### config.mk
export PLATFORM = sky130hd
export DESIGN_NAME = fifo_wr_arbiter
export DESIGN_NICKNAME = d
export VERILOG_FILES = /design/src/rtl/fifo_wr_arbiter.sv
export SDC_FILE = /design/constraint.sdc
export NUM_CORES = 1
export LEC_CHECK = 0
export BUFFER_PORTS_ARGS = -buffer_cell sky130_fd_sc_hd__buf_2
export CAP_MARGIN = 5
export CORE_MARGIN = 3
export CORE_UTILIZATION = 34
export CTS_CLUSTER_DIAMETER = 150
export DETAILED_ROUTE_END_ITERATION = 12
export HOLD_SLACK_MARGIN = 0.03
export PLACE_DENSITY_LB_ADDON = 0.2
export SETUP_SLACK_MARGIN = 0.4
export SYNTH_ARGS = -nofsm -noshare
export SYNTH_HDL_FRONTEND = slang
export SYNTH_SLANG_ARGS = --single-unit
### constraint.sdc
create_clock -name clk -period 3.47 [get_ports clk]
set_input_delay 0.694 -clock clk [delete_from_list [all_inputs] [get_ports clk]]
set_output_delay 0.694 -clock clk [all_outputs]
set_load 0.03 [all_outputs]
### src/rtl/fifo_wr_arbiter.sv
// Round-robin burst scheduler sharing one async-FIFO write port among NREQ requesters.
// Optional per-requester beat and stall statistics are enabled with FIFO_WR_ARB_STATS_EN.
module fifo_wr_arbiter #(
  parameter int NREQ      = 4,
  parameter int DSIZE     = 8,
  parameter int MAX_BURST = 8
) (
  input  logic                  clk,
  input  logic                  rst,
  input  logic [NREQ-1:0]       req,
  input  logic [NREQ*DSIZE-1:0] wdata_in,
  input  logic [NREQ-1:0]       last,
  output logic [NREQ-1:0]       ack,
  output logic [NREQ-1:0]       gnt,
  input  logic                  fifo_wfull,
  output logic                  fifo_winc,
  output logic [DSIZE-1:0]      fifo_wdata
`ifdef FIFO_WR_ARB_STATS_EN
  ,
  output logic [NREQ*16-1:0]    stat_beats,
  output logic [15:0]           stat_stall
`endif
);

  localparam int IW = (NREQ > 1) ? $clog2(NREQ) : 1;
  localparam int CW = $clog2(MAX_BURST);

  typedef enum logic {IDLE, BURST} state_t;

  state_t          state;
  logic [CW-1:0]   cnt;
  logic [IW-1:0]   ptr;

  logic [IW-1:0]   g;
  logic            req_g;
  logic            last_g;
  logic [DSIZE-1:0] data_g;
  logic [IW-1:0]   pick;
  logic            found;
  logic [IW:0]     idx;
  logic [IW-1:0]   ptr_next;
  logic            burst_end;

  // Decode the held one-hot grant into the granted requester's signals.
  // NOTE: every signal driven from always_comb gets a default first, so no latch is inferred.
  always_comb begin
    g      = '0;
    req_g  = 1'b0;
    last_g = 1'b0;
    data_g = '0;
    for (int i = 0; i < NREQ; i++) begin
      if (gnt[i]) begin
        g      = IW'(i);
        req_g  = req[i];
        last_g = last[i];
        data_g = wdata_in[i*DSIZE +: DSIZE];
      end
    end
  end

  // First requesting port scanning upward from ptr, wrapping modulo NREQ.
  always_comb begin
    pick  = '0;
    found = 1'b0;
    idx   = '0;
    for (int k = 0; k < NREQ; k++) begin
      idx = {1'b0, ptr} + (IW+1)'(k);
      if (idx >= (IW+1)'(NREQ))
        idx = idx - (IW+1)'(NREQ);
      if (!found && req[idx[IW-1:0]]) begin
        found = 1'b1;
        pick  = idx[IW-1:0];
      end
    end
  end

  // gnt is non-zero only in BURST; reset suppresses any write in its own cycle.
  assign fifo_winc  = req_g & ~fifo_wfull & ~rst;
  assign ack        = gnt & {NREQ{fifo_winc}};
  assign fifo_wdata = data_g;

  assign ptr_next  = (g == IW'(NREQ-1)) ? '0 : g + 1'b1;
  assign burst_end = !req_g || (fifo_winc && (last_g || cnt == CW'(MAX_BURST-1)));

  // NOTE: sequential state uses non-blocking assignments so every flop samples pre-edge values.
  always_ff @(posedge clk) begin
    if (rst) begin
      state <= IDLE;
      gnt   <= '0;
      cnt   <= '0;
      ptr   <= '0;
    end else begin
      case (state)
        IDLE: begin
          if (found) begin
            gnt   <= NREQ'(1) << pick;
            state <= BURST;
          end
        end
        BURST: begin
          if (burst_end) begin
            gnt   <= '0;
            cnt   <= '0;
            ptr   <= ptr_next;
            state <= IDLE;
          end else if (fifo_winc) begin
            cnt <= cnt + 1'b1;
          end
        end
        default: state <= IDLE;
      endcase
    end
  end

`ifdef FIFO_WR_ARB_STATS_EN
  always_ff @(posedge clk) begin
    if (rst) begin
      stat_beats <= '0;
      stat_stall <= '0;
    end else begin
      for (int i = 0; i < NREQ; i++) begin
        if (ack[i] && stat_beats[i*16 +: 16] != 16'hFFFF)
          stat_beats[i*16 +: 16] <= stat_beats[i*16 +: 16] + 16'd1;
      end
      if (state == BURST && req_g && fifo_wfull && stat_stall != 16'hFFFF)
        stat_stall <= stat_stall + 16'd1;
    end
  end
`endif

endmodule

==> key figures <==
Placed design
  • Port-buffer cells: 59
  • Placer's final routability congestion estimate: about 0.83
  • HPWL after DPL: between 2 and 2.5 mm

Detailed routing
  • Total detailed-routing wirelength: between 2 and 3 mm
  • DR DRC count: 0
  • Pre-antenna DRT Iters: 4
  • Average wire per standard cell: 13.54 um
  • Vias per cell: roughly 5.3
  • DRT iter0 DRCs: between 50 and 60
  • Vias: about 1100
  • DRT antenna net count: 0

CTS
  • CTS tree: done
  • CTS Buf Count: 3
  • Reg clk slew, reported paths: approximately 0.07 ns
  • Worst skew pair latency: between 0.2 and 0.3 ns
  • Longest Clk Path Bufs: 2
  • Clk sinks: 10
  • Setup bufs post-CTS: 0
  • H-tree levels: 1
  • Clock root cell: clkbuf_4

Setup path
  • Worst R2R Start: gnt[3]
  • CP startpoint kind: register
  • Reg2Reg Setup Slack: 1.11 ns
  • CP endpoint kind: output pin
  • Crit-path max FO: 26
  • FF-to-FF path depth: 4
  • CP endpoint: ack[3]
  • Worst path required time: ~2.8 ns
  • Critical R2R Capture: gnt[0]
  • Setup crit start: gnt[3]
  • CP Class: reg2out
  • Arr. time, crit path: approximately 2.1 ns

Pwr
  • Switching Power: approximately 0.0002 W
  • Pleak: slightly below 0.6 nW
  • Comb power frac: 47.4%
  • P_int: 0.0002774 W
  • Clk pwr share: roughly 22%
  • Worst vdd ir: between 0.2 and 0.3 mV
  • Power share of the sequential group: between 30% and 40%
  • Sw frac: a little over two fifths
  • PwrDens: 385.3 nW/um^2

Timing
  • Hold slack: about 0.47 ns
  • Slew at the pin with the worst max-slew slack: 0.8131 ns
  • Skew final: 0.0009434 ns
  • Final setup fails: 0
  • Total negative slack: 0 ns
  • Final critical-path share of the clock period: ~82%
  • RSZ-0062 raised after global routing: no
  • Relative slew slack: a little under half
  • Achievable Freq: between 300 and 400 MHz
  • Pins Over Slew Limit: 0
  • Final hold vios: 0
  • Minimum clock period: between 2 and 3 ns

Floorplanning
  • Die area: 3279 um^2
  • Boundary pin count: 60
  • Die X: approximately 57 um
  • Die H: 57.26 um
  • Total core area: about 2300 um^2
  • Site Rows: 17
  • Initial Util: 38.18%

Final layout
  • Most common cell after layout, fill and taps aside: buf_2
  • Share of layout cells above drive strength 1: between 30% and 40%
  • Final core occ: between 50% and 60%
  • # fillers: about 250
  • Area grow syn2layout: 39.78%
  • Most frequent cells in the layout: 59 x buf_2, 18 x a21oi_1, 13 x nor2_1, 13 x o21ai_0, 12 x nand2_1
  • Layout Nets: around 230
  • # diodes: 0

Synthesis
  • Area contributors post-synth: dfxtp_1 22%, a21oi_1 10%, o21ai_0 7.3%, a22oi_1 6.7%, nor2_1 5.5%
  • Post-synthesis net count: 170
  • Seq/Total Area, Yosys: approximately 22%
  • Post-synthesis adder-cell area fraction: ~2.8%
  • #FFs+latches synth: 10
  • Synthesized area: 893.4 um^2
  • Post-synth top area share: between 20 and 25%
  • Synth Area in Compound Gates: between 40% and 50%
  • Avg Inst Size Synth: between 7 and 8 um^2
  • Largest family of logic cells by synthesized area: compound AO/OA/AOI/OAI gates
  • Leading area contributor after synthesis: dfxtp_1
  • Unique cell type count in the Yosys netlist: 34
  • Simple-Gate Fraction of Synth Area: between 20% and 30%
  • Multiplexer share of the synthesized area: about 2.4%
  • Xor/xnor share of the synthesized area: 0%
  • Post-Syn Instances: between 100 and 150
  • Yosys warning count: 0

Global route
  • Largest net degree at the start of global routing: 27
  • Vias in the first global route: about 1000
  • Total track usage: roughly 17%
  • First-pass GRT wire length: roughly 4.6 mm
  • Initial antenna violation count: 0
  • Grt total ovfl: 0

Run
  • Max-Cap Viols: 0

Min path
  • WHS Path Cells: 2
  • Hold WC Path Type: reg2reg

Outcome
  • Status: finished, final reports clean
how the worst min path moves through the flow:
stage | start | slack, ns | end
6_report | cnt[2] | 0.47 | cnt[2]
5_1_grt | cnt[2] | 0.50 | cnt[2]
4_1_cts | cnt[2] | 0.47 | cnt[2]
3_5_place_dp | cnt[2] | 0.46 | cnt[2]
3_3_place_gp | cnt[2] | 0.44 | cnt[2]
2_1_floorplan | cnt[1] | 0.44 | cnt[1]
logic make-up after synthesis:
logic type,Yosys count
simple gates,46
fa+ha+maj,2
flops,10
buf+inv,11
compound gates,54
mux,2
what timing repair did:
item	CTS	global route
gates resized for setup	0	1
endpoints found under the setup margin	0	4
hold buffers	0	0
flip-flops by register name, indices dropped and copies added, names as in the netlist:
signal / flops
cnt: 3
gnt: 4
state: 1
ptr: 2
layout make-up:
class / count / area, um^2 / share of cell area (%)
inverter: 4 / 15.01 / 1.202
tap: 28 / 35.03 / 2.806
multi-input combinational: 104 / 658.1 / 52.71
clock buffer: 4 / 36.28 / 2.906
sequential: 10 / 201.4 / 16.13
timing repair buffer: 60 / 302.8 / 24.25
stage by stage:
step                area, um^2  worst slack [ns]   power, W  cells
floorplan                899.6            0.6248  0.0003005    125
global placement          1211            0.7462  0.0003722    206
detailed placement        1211            0.7246  0.0003747    206
CTS                       1247            0.5344  0.0004823    210
global route              1249            0.4864  0.0005173    210
finish                    1249            0.6354  0.0004811    210
Yosys cell counts:
library cell and n:
o21ai_0 13, a21oi_1 18, nand2b_1 2, a31o_2 1, a22oi_1 8, and4bb_1 1, inv_1 4, nor2_1 13
o21a_1 1, or4_1 2, mux2_2 1, o31a_1 1, a2111oi_2 1, dfxtp_1 10, nor4_1 2, a221oi_1 1
mux2i_1 1, nand2_1 12, clkbuf_1 7, nor2b_1 4, a2111o_1 1, nand3_1 2, o31ai_2 1, nand3b_1 1
and2_1 5, or2_2 1, a32o_1 2, ha_1 2, or3_1 1, o22ai_1 2, a2111oi_4 1, a21boi_0 1
a2111oi_0 1, o22a_1 1
worst max-delay path, cell delays in order, from the launching register on:
cell and delay, ns:
dfxtp_1 0.85, a2111oi_4 0.14, nor4_2 0.48, and2_1 0.20, buf_2 0.19
power by group through the flow:
stage,Sequential (W),Combinational [W],Clock (W)
2_1_floorplan,0.000149,0.000152,0
3_3_place_gp,0.000147,0.000225,0
3_5_place_dp,0.000148,0.000227,0
4_1_cts,0.000145,0.000228,0.000109
5_1_grt,0.000149,0.000250,0.000118
6_report,0.000146,0.000228,0.000107
routing by layer:
metal / wire length (um) / share of wire (%) / global-route usage (%) / vias to the layer above
met5: 0 / 0 / 0 / -
met4: 29 / 1.0 / 4.636 / 0
met3: 153 / 5.4 / 2.262 / 6
met2: 1332 / 47 / 26.43 / 35
met1: 1328 / 47 / 24.80 / 492
li1: - / - / - / 583
Power figures use the tool's default switching activity.
